**config.mk**
```make
export PLATFORM = sky130hd
export DESIGN_NAME = mult_div_unit
export DESIGN_NICKNAME = d
export VERILOG_FILES = /design/src/rtl/mult_div_unit.sv
export SDC_FILE = /design/constraint.sdc
export NUM_CORES = 1
export LEC_CHECK = 0
export BUFFER_PORTS_ARGS = -buffer_cell sky130_fd_sc_hd__buf_2
export CAP_MARGIN = 10
export CELL_PAD_IN_SITES_DETAIL_PLACEMENT = 1
export CELL_PAD_IN_SITES_GLOBAL_PLACEMENT = 2
export CORE_MARGIN = 10
export CORE_UTILIZATION = 38
export CTS_BUF_LIST = sky130_fd_sc_hd__clkbuf_2
export DETAILED_ROUTE_END_ITERATION = 12
export HOLD_SLACK_MARGIN = 0.02
export PLACE_DENSITY_LB_ADDON = 0.1
export REMOVE_ABC_BUFFERS = 1
export SYNTH_ARGS = -nofsm -noshare
export SYNTH_HDL_FRONTEND = slang
export SYNTH_SLANG_ARGS = --single-unit
```
**constraint.sdc**
```tcl
create_clock -name clk -period 12.4 [get_ports clk]
set_input_delay 3.1 -clock clk [delete_from_list [all_inputs] [get_ports clk]]
set_output_delay 3.1 -clock clk [all_outputs]
set_load 0.01 [all_outputs]
```
**src/rtl/mult_div_unit.sv**
```systemverilog
// Iterative HI/LO multiply/divide unit: 32-cycle shift-add multiply / restoring divide,
// followed by one sign-fix cycle, plus direct MTHI/MTLO writes while idle.
module mult_div_unit (
   input  logic        clk,
   input  logic        reset,
   input  logic        start,
   input  logic [1:0]  op,
   input  logic [31:0] srcA,
   input  logic [31:0] srcB,
   input  logic        writeHi,
   input  logic        writeLo,
   output logic        busy,
   output logic        done,
   output logic [31:0] hi,
   output logic [31:0] lo
);

   typedef enum logic [1:0] {IDLE, CALC, FIX} stateT;

   stateT       state, nextState;
   logic        divOp;
   logic        negQuot;
   logic        negRem;
   logic        divZero;
   logic [31:0] absA;
   logic [31:0] absB;
   logic [31:0] rawA;
   logic [31:0] shiftReg;
   logic [63:0] acc;
   logic [5:0]  count;

   logic        signedOp;
   logic        signA;
   logic        signB;
   logic [32:0] mulSum;
   logic [32:0] trial;
   logic [32:0] trialDiff;
   logic        qBit;
   logic [31:0] remNext;
   logic [63:0] prodFixed;
   logic [31:0] quotFixed;
   logic [31:0] remFixed;

   assign busy = (state != IDLE);

   // State register for the IDLE -> CALC -> FIX sequence
   always_ff @(posedge clk or posedge reset) begin
      if (reset)
         state <= IDLE;
      else
         state <= nextState;
   end

   // Next-state logic: CALC runs exactly 32 iterations before the fix-up cycle
   always_comb begin
      nextState = state;
      case (state)
         IDLE:    if (start) nextState = CALC;
         CALC:    if (count == 6'd31) nextState = FIX;
         FIX:     nextState = IDLE;
         default: nextState = IDLE;
      endcase
   end

   // Operand conditioning at capture, one iteration step, and final sign correction
   always_comb begin
      signedOp  = ~op[0];
      signA     = signedOp & srcA[31];
      signB     = signedOp & srcB[31];
      mulSum    = {1'b0, acc[63:32]} + (shiftReg[0] ? {1'b0, absA} : 33'd0);
      trial     = {acc[63:32], shiftReg[31]};
      trialDiff = trial - {1'b0, absB};
      qBit      = ~trialDiff[32];
      remNext   = qBit ? trialDiff[31:0] : trial[31:0];
      prodFixed = negQuot ? (64'd0 - acc) : acc;
      quotFixed = negQuot ? (32'd0 - acc[31:0]) : acc[31:0];
      remFixed  = negRem ? (32'd0 - acc[63:32]) : acc[63:32];
   end

   // Datapath: capture at start, iterate in CALC, commit hi/lo in FIX or on MTHI/MTLO
   always_ff @(posedge clk or posedge reset) begin
      if (reset) begin
         divOp    <= 1'b0;
         negQuot  <= 1'b0;
         negRem   <= 1'b0;
         divZero  <= 1'b0;
         absA     <= 32'd0;
         absB     <= 32'd0;
         rawA     <= 32'd0;
         shiftReg <= 32'd0;
         acc      <= 64'd0;
         count    <= 6'd0;
         hi       <= 32'd0;
         lo       <= 32'd0;
         done     <= 1'b0;
      end else begin
         done <= 1'b0;
         case (state)
            IDLE: begin
               if (start) begin
                  divOp    <= op[1];
                  negQuot  <= signA ^ signB;
                  negRem   <= op[1] & signA;
                  divZero  <= (srcB == 32'd0);
                  absA     <= signA ? (32'd0 - srcA) : srcA;
                  absB     <= signB ? (32'd0 - srcB) : srcB;
                  rawA     <= srcA;
                  shiftReg <= op[1] ? (signA ? (32'd0 - srcA) : srcA)
                                    : (signB ? (32'd0 - srcB) : srcB);
                  acc      <= 64'd0;
                  count    <= 6'd0;
               end else begin
                  if (writeHi) hi <= srcA;
                  if (writeLo) lo <= srcA;
               end
            end
            CALC: begin
               count <= count + 6'd1;
               if (divOp) begin
                  acc      <= {remNext, acc[30:0], qBit};
                  shiftReg <= {shiftReg[30:0], 1'b0};
               end else begin
                  acc      <= {mulSum, acc[31:1]};
                  shiftReg <= {1'b0, shiftReg[31:1]};
               end
            end
            FIX: begin
               done <= 1'b1;
               if (divOp && divZero) begin
                  hi <= rawA;
                  lo <= 32'hFFFFFFFF;
               end else if (divOp) begin
                  hi <= remFixed;
                  lo <= quotFixed;
               end else begin
                  hi <= prodFixed[63:32];
                  lo <= prodFixed[31:0];
               end
            end
            default: ;
         endcase
      end
   end

endmodule
```
* After elaboration in Yosys (flattened, before gate mapping)
Index checks and enable logic that the tools add are counted.
** Word-level totals
- Flip-flop bits (word level) :: 269
- Output and inout port bits :: 66
- Bits of input ports :: 71
- Word-level logic and storage cells :: 77
** Cells by class
- Eq/ne operators :: 8
- Bitwise logic cells :: 6
- Reductions and logical operators :: 11
- Add/sub/neg operators :: 8
- Muxes and demuxes :: 30
** Operators by type and width (count)
- two-way mux 32 bit :: 17
- two-way mux 64 bit :: 3
- case mux 32 bit (2 select lines) :: 3
- case mux 64 bit (2 select lines) :: 1
- subtractor 1 x 32 -> 32 bit (first input constant) :: 4
- subtractor 1 x 64 -> 64 bit (first input constant) :: 1
- adder 32 x 32 -> 33 bit :: 1
- subtractor 33 x 32 -> 33 bit :: 1
- logical NOT 32 bit :: 1
- case mux 6 bit (2 select lines) :: 1
- != test 2 bit (second input constant) :: 5
- adder 6 x 1 -> 6 bit (second input constant) :: 1
- equality test 6 x 5 -> 1 bit (second input constant) :: 1
- two-way mux 6 bit :: 1
- AND reduction 2 bit :: 3
- AND reduction 3 bit :: 2
- nonzero test 2 bit :: 3
- two-way mux 2 bit :: 2
- case mux 2 bit (2 select lines) :: 1
- AND 1 bit :: 3
- equality test 2 x 1 -> 1 bit (second input constant) :: 1
- equality test 2 bit (second input constant) :: 1
- logical NOT 2 bit :: 1
- inverter 1 bit :: 2
- 3 further kinds :: 3

* Longest topological paths before layout
Gate-level depths: netlist (run 1).
- Word-level depth :: 6
- Depth in mapped cells :: 15
- Gate-level depth less buffers :: 14

* Least setup slack after synthesis (run 1)
Ideal clock, no wire load.
- Path kind :: input to register
- Start :: in srcA[3]
- End :: reg shiftReg[26]
- Buffers on the path :: 1
- Stages on the path :: 10
- Slack :: 6.918 ns
- Data required time :: 12.264 ns
- Arrival :: 5.346 ns
- Setup time :: 0.136 ns
- Cell sequence :: buf_6 > or4_4 > or3_4 > nand2b_4 > or3_4 > o41ai_2 > xor2_1 > nand2_1 > o211ai_2 > a22oi_2
** Between the ends
- Longest elaborated chain between the ends :: 5
** Ends and longest elaborated chain
- start: declaration :: line 8 : input logic [31:0] srcA,
- subtractor 1 x 32 -> 32 bit :: line 108 : shiftReg <= op[1] ? (signA ? (32'd0 - srcA) : srcA)
- two-way mux 32 bit (2 in a row) :: line 108
- two-way mux 32 bit :: line 100 : if (start) begin
- case mux 32 bit (2 select lines) :: line 98 : case (state)
- end signal: assignment :: line 108
- end signal: assignment :: line 121 : shiftReg <= {shiftReg[30:0], 1'b0};
- end signal: assignment :: line 124 : shiftReg <= {1'b0, shiftReg[31:1]};
- end: declaration :: line 28 : logic [31:0] shiftReg;
No other way between the ends. The select of a mux whose other input is x is not followed.
A chain may end at the register's enable or synchronous reset.

* Final worst setup path (run 1)
- Start :: reg state[1]
- End :: out busy
** Between the ends
- Longest elaborated chain between the ends :: 1
** Ends and longest elaborated chain
- start: declaration :: line 20 : stateT state, nextState;
- start signal: assignment :: line 51 : state <= nextState;
- nonzero test 2 bit :: line 44 : assign busy = (state != IDLE);
- end: declaration :: line 12 : output logic busy,
No other way between the ends.

==> results of run 1 <==
metrics by stage:
stage | power [mW] | instances | util [%]
floorplan | 3.56 | 2094 | -
global placement | 4.43 | 2920 | 40.7
detailed placement | 4.48 | 2920 | 40.7
CTS | 5.21 | 3048 | 42.1
global route | 5.63 | 3049 | 42.1
finish | 5.18 | 3049 | 42.1
cell type report:
| cell class | instances | area [um^2] |
|---|---|---|
| Tap cell | 664 | 831 |
| Clock buffer | 113 | 566 |
| Fill cell | 5909 | 28200 |
| Clock inverter | 15 | 110 |
| Inverter | 65 | 251 |
| Multi-Input combinational cell | 1761 | 11100 |
| Timing Repair Buffer | 162 | 888 |
| Sequential cell | 268 | 6710 |
| Antenna cell | 1 | 2.50 |
state kept, by name, summed over array words and instances, names as in the netlist:
signal,flops
absA,32
divZero,1
rawA,31
shiftReg,32
state,2
hi,32
done,1
lo,32
count,6
divOp,1
absB,32
acc,64
negRem,1
negQuot,1
power groups by stage:
stage	clock network, mW	registers (mW)	logic [mW]
3_5_place_dp	0	1.64	2.85
2_1_floorplan	0	1.52	2.04
6_report	0.686	1.63	2.86
5_1_grt	0.762	1.67	3.19
3_3_place_gp	0	1.63	2.80
4_1_cts	0.717	1.62	2.87
cell families (layout without fill, tap and decap cells):
kind of cell | Yosys count | after routing | share of synthesized area (%)
AND/OR/NAND/NOR | 706 | 706 | 17.7
other | 0 | 1 | 0
AO/OA/AOI/OAI | 724 | 724 | 24.1
multiplexers | 91 | 91 | 4.89
flip-flops | 268 | 268 | 35.9
buffers and inverters | 225 | 355 | 4.64
adder cells (fa/ha/maj) | 71 | 71 | 4.84
XOR/XNOR | 169 | 169 | 7.93
path summary, 6_finish.rpt:
kind	end
max in group asynchronous	acc[50]
min in group asynchronous	hi[5]
max reg2reg	acc[35]
min reg2reg	hi[7]
max	busy
min	hi[7]
per-layer routing:
metal	vias to the layer above	wire length (um)	GRT usage [%]
li1	8284	-	-
met1	8699	33200	31.8
met2	411	31700	37.2
met3	103	3110	3.52
met4	2	1800	8.26
met5	-	13	0
cell usage in the layout (no fill, tap or decap), types with 24 or more instances in the layout:
| cell type | instances |
|---|---|
| sky130_fd_sc_hd__a211oi_1 | 45 |
| sky130_fd_sc_hd__a21o_1 | 42 |
| sky130_fd_sc_hd__a21oi_1 | 135 |
| sky130_fd_sc_hd__a22oi_1 | 27 |
| sky130_fd_sc_hd__and2_1 | 39 |
| sky130_fd_sc_hd__buf_2 | 136 |
| sky130_fd_sc_hd__buf_4 | 25 |
| sky130_fd_sc_hd__clkbuf_2 | 113 |
| sky130_fd_sc_hd__dfrtp_1 | 267 |
| sky130_fd_sc_hd__ha_1 | 69 |
| sky130_fd_sc_hd__inv_1 | 64 |
| sky130_fd_sc_hd__mux2i_1 | 90 |
| sky130_fd_sc_hd__nand2_1 | 318 |
| sky130_fd_sc_hd__nand2b_1 | 24 |
| sky130_fd_sc_hd__nand3_1 | 66 |
| sky130_fd_sc_hd__nor2_1 | 107 |
| sky130_fd_sc_hd__nor3_1 | 37 |
| sky130_fd_sc_hd__o21ai_0 | 280 |
| sky130_fd_sc_hd__o22ai_1 | 34 |
| sky130_fd_sc_hd__xnor2_1 | 102 |
| sky130_fd_sc_hd__xor2_1 | 66 |
critical path, cell delays in order, from the launching register on:
cell	delay (ns)
sky130_fd_sc_hd__dfrtp_1	0.49
sky130_fd_sc_hd__or2_2	0.37
sky130_fd_sc_hd__buf_2	0.16
==> out/summary.txt, run 1 <==
========================================================================================
Synth area leaders                                                          sky130_fd_sc_hd__dfrtp_1 (36%), sky130_fd_sc_hd__o21ai_0 (7.5%), sky130_fd_sc_hd__nand2_1 (6.4%), sky130_fd_sc_hd__mux2i_1 (4.8%), sky130_fd_sc_hd__xnor2_1 (4.8%)
Part of the power in the clock network                                             13.3%
Number of register bits inferred by synthesis                                        268
Max Root-Sink Buffers                                                                  3
Ports                                                                                137
Main flop type after synthesis                                              sky130_fd_sc_hd__dfrtp_1
Final setup violation count                                                            0
DRC marker count from the first detailed-route iteration                            1087
H-Tree Level Count                                                                     3
Post-route worst hold slack                                                     0.453 ns
Required time at the endpoint of the critical path                               9.30 ns
Post-synthesis cell type with the largest combined area                     sky130_fd_sc_hd__dfrtp_1
Die outline width                                                                 242 um
Static Leakage                                                                   9.22 nW
Initial antenna violation count                                                        4
CTS tree                                                                           built
Gate power share                                                                   55.3%
Aggregate global-route resource usage                                              23.4%
Via/cell ratio                                                                      5.74
Setup WS post-layout                                                             7.25 ns
Maximum achievable frequency                                                   0.194 GHz
Worst Path Max Fanout                                                                  7
Core footprint                                                                48700 um^2
Max Clock Skew                                                                 0.0829 ns
Number of clock buffers inserted by TritonCTS                                         77
Power spent charging and discharging nets                                        2.53 mW
Hold-fix buffers at CTS                                                                0
Sequential share of power                                                          31.5%
Post-Route WL                                                                    69.9 mm
Actual slew at the worst max-slew pin                                            1.09 ns
Maximum number of pins on one net before global-route repair                         144
Overall overflow remaining after global route                                          0
Hold Fails Final Rpt                                                                   0
Nets                                                                                2477
Effective utilization at floorplan                                                 38.3%
Fraction of registers with async set or reset after synthesis                       100%
Post-synth top area share                                                          35.9%
Antenna-violating nets left                                                            0
Capturing element type of the critical path                                   output pin
Die height                                                                        242 um
Synth Area per Inst                                                            8.28 um^2
Number of resized instances in the post-cts repair step                                0
Number of global-route vias before repair                                          18200
Area Growth Syn to Fin                                                             9.85%
Post-detailed-route DRC marker count                                                   0
Detailed Routing Iterations Pass 1                                                     6
Run status                                                                  complete, no violations
Yosys Warn Count                                                                       0
Switch share                                                                       48.8%
Design internal power                                                            2.65 mW
Max transition margin                                                              27.2%
EDFF count, synth                                                                      0
PD cells                                                                     253 nW/um^2
Vias after detailed routing                                                        17500
First-pass GRT wire length                                                        109 mm
R2R setup slack                                                                  7.73 ns
Clk slew on worst S/H paths                                                      0.11 ns
Portion of the post-synthesis area used by sequential elements                     35.9%
Count leader, synth                                                         sky130_fd_sc_hd__nand2_1
Critical path class                                                           reg -> out
Clock sinks                                                                          268
Post-route minimum period                                                        5.15 ns
Startpoint Class                                                                    flop
HPWL reported at the end of detailed placement                                   51.6 mm
RSZ-0062 raised after global routing                                                  no
# Max-Cap Violations                                                                   0
Portion of the clock cycle consumed by the worst path in the final layout          41.5%
Clock latency on the worst-skew pair                                             1.06 ns
Setup bufs post-CTS                                                                    0
Peak VDD IR                                                                       151 uV
Post-synth cell types                                                                 81
Cells on worst reg2reg path                                                           14
Critical path origin                                                            state[1]
Area enclosed by the die boundary                                             58400 um^2
Clock tree root buffer cell                                                 sky130_fd_sc_hd__clkbuf_2
Summed negative setup slack over all endpoints                                      0 ns
Count of final max-slew check failures                                                 0
Worst endpoint data arrival time                                                 2.05 ns
Worst min-delay path category                                                 reg -> reg
Layout cell share with drive strength beyond 1                                     13.5%
Average detailed-routed wire length per instance                                 22.9 um
Most numerous cell types in the synthesized netlist                         sky130_fd_sc_hd__nand2_1 (319), sky130_fd_sc_hd__o21ai_0 (280), sky130_fd_sc_hd__dfrtp_1 (268), sky130_fd_sc_hd__a21oi_1 (135), sky130_fd_sc_hd__clkbuf_1 (132)
Cell area after synthesis                                                     18700 um^2
Startpoint of the lowest-slack register-to-register path                    shiftReg[31]
Number of rows in the core area                                                       81
Number of input and output port buffers inserted                                     136
Pre-CTS setup slack                                                              6.36 ns
Placed inst area                                                              19800 um^2
Hold path startpoint                                                             rawA[7]
Placer Congestion                                                                  0.891
Count of cells along the worst hold path                                               2
Layout Cell Area excl Fill                                                    20500 um^2
Post-synthesis cell count                                                           2254
========================================================================================
(Power assumes the default switching activity.)
==> run 2: changes to the inputs <==
Clock period 12.4 ns to 5.26 ns, I/O delays scaled along.
==> out/summary.txt, run 2 (synthesized netlist as in run 1, its figures left out) <==
========================================================================================
Area Growth Syn to Fin                                                             11.3%
Placed inst area                                                              20000 um^2
CP Buf/Inv Count                                                                       2
Vias after detailed routing                                                        17600
RSZ-0062 raised after global routing                                                  no
Biggest register                                                                     acc
Number of rows in the core area                                                       81
Aggregate global-route resource usage                                              23.9%
Layout Cell Area excl Fill                                                    20800 um^2
Number of resized instances in the post-cts repair step                                0
Number of input and output port buffers inserted                                     136
Number of global-route vias before repair                                          18800
Clock sinks                                                                          268
Maximum number of pins on one net before global-route repair                         100
Maximum achievable frequency                                                   0.234 GHz
Startpoint Class                                                                    flop
Detailed Routing Iterations Pass 1                                                     8
Ports                                                                                137
H-Tree Level Count                                                                     3
Critical path class                                                           reg -> reg
Placer Congestion                                                                  0.893
Clk slew on worst S/H paths                                                      0.09 ns
Max transition margin                                                              26.3%
Setup WS post-layout                                                            0.992 ns
HPWL reported at the end of detailed placement                                   53.1 mm
Pre-CTS setup slack                                                             0.967 ns
Count of final max-slew check failures                                                 0
Capturing element type of the critical path                                         flop
Post-route minimum period                                                        4.27 ns
Overall overflow remaining after global route                                          0
Most used cell, CP                                                          sky130_fd_sc_hd__a21oi_1
Hold-fix buffers at CTS                                                                0
DRC marker count from the first detailed-route iteration                             948
Number of flip-flops under the largest register name                                  64
Kind of cell with the highest combined delay on the critical path           compound AO/OA/AOI/OAI gates
Die height                                                                        242 um
Layout cell share with drive strength beyond 1                                     14.5%
Initial antenna violation count                                                        1
Via/cell ratio                                                                      5.72
Hold Fails Final Rpt                                                                   0
Final setup violation count                                                            0
Actual slew at the worst max-slew pin                                            1.09 ns
CP max stage delay                                                               0.52 ns
Number of clock buffers inserted by TritonCTS                                         82
Post-Route WL                                                                    71.3 mm
Most common cell after layout, fill and taps aside                          sky130_fd_sc_hd__nand2_1
Number of stages on the worst setup path                                              13
Core footprint                                                                48700 um^2
Antenna-violating nets left                                                            0
Most frequent cells in the layout                                           sky130_fd_sc_hd__nand2_1 (318), sky130_fd_sc_hd__o21ai_0 (280), sky130_fd_sc_hd__dfrtp_1 (267)
PD cells                                                                     601 nW/um^2
# Max-Cap Violations                                                                   0
R2R setup slack                                                                  0.99 ns
Portion of the clock cycle consumed by the worst path in the final layout          81.1%
Worst Path Max Fanout                                                                 28
Run status                                                                  complete, no violations
Effective utilization at floorplan                                                 38.3%
Required time at the endpoint of the critical path                               6.21 ns
Max Root-Sink Buffers                                                                  3
Clock latency on the worst-skew pair                                             1.10 ns
Series of cell instances along the critical path                            inv_1, fa_1, nand2b_1, a211o_1, a311oi_1, or4_1, a21oi_1, a211oi_1, xor2_4, buf_12, mux2i_1, a21oi_1, a21o_1
Tot Pwr                                                                          12.5 mW
Worst min-delay path category                                                in -> async
Die outline width                                                                 242 um
Max Clock Skew                                                                 0.0969 ns
Crit-path slowest cell                                                      sky130_fd_sc_hd__dfrtp_1
Peak VDD IR                                                                       359 uV
Post-detailed-route DRC marker count                                                   0
Clock tree root buffer cell                                                 sky130_fd_sc_hd__clkbuf_2
Area enclosed by the die boundary                                             58400 um^2
Nets                                                                                2499
Cells on worst reg2reg path                                                           13
Static Leakage                                                                   9.37 nW
CTS tree                                                                           built
First-pass GRT wire length                                                        111 mm
Average detailed-routed wire length per instance                                 23.1 um
Worst endpoint data arrival time                                                 5.22 ns
Setup bufs post-CTS                                                                    0
========================================================================================
-- run 2: cell types whose count changed in the layout (fill, tap and decap cells not counted), sizes merged --
cell      delta
clkbuf       +9
clkinv       +9
clkinvlp     +1
buf         +17
inv          -1
bufinv       +1
-- run 2: per-layer routing --
layer / GRT usage (%) / vias to the layer above / wire [um]
li1: - / 8331 / -
met1: 30.9 / 8817 / 32400
met2: 39.2 / 380 / 33300
met3: 4.79 / 119 / 3770
met4: 8.13 / 0 / 1840
met5: 0 / - / 0
-- run 2: final timing paths --
kind / from / end
max in group asynchronous: reset / absB[21]
hold / removal: reset / acc[2]
setup reg to reg: acc[32] / acc[35]
setup / recovery: acc[32] / acc[35]
min in group clk: rawA[8] / rawA[8]
hold reg to reg: rawA[8] / rawA[8]
-- run 2: layout make-up --
class	count	area [um^2]
antenna	1	2.50
timing repair buffer	179	1040
multi-input combinational	1761	11100
clock buffer	122	611
sequential	268	6710
tap	664	831
clock inverter	25	178
fill	5912	28000
inverter	65	251
-- run 2: where the power goes --
group / total (mW) / internal, mW / switching, mW
registers: 3.70 / 2.81 / 0.886
logic: 6.99 / 2.85 / 4.13
clock network: 1.80 / 0.763 / 1.04
-- run 2: per-stage QoR --
step	std cells	hold WS, ns	TNS [ns]	util [%]
4_1_cts	3084	0.264	0	42.6
2_1_floorplan	2094	0.440	-971.19	-
3_5_place_dp	2937	0.458	0	41.0
5_1_grt	3085	0.354	0	42.6
6_report	3085	0.343	0	42.6
3_3_place_gp	2937	0.452	0	41.0
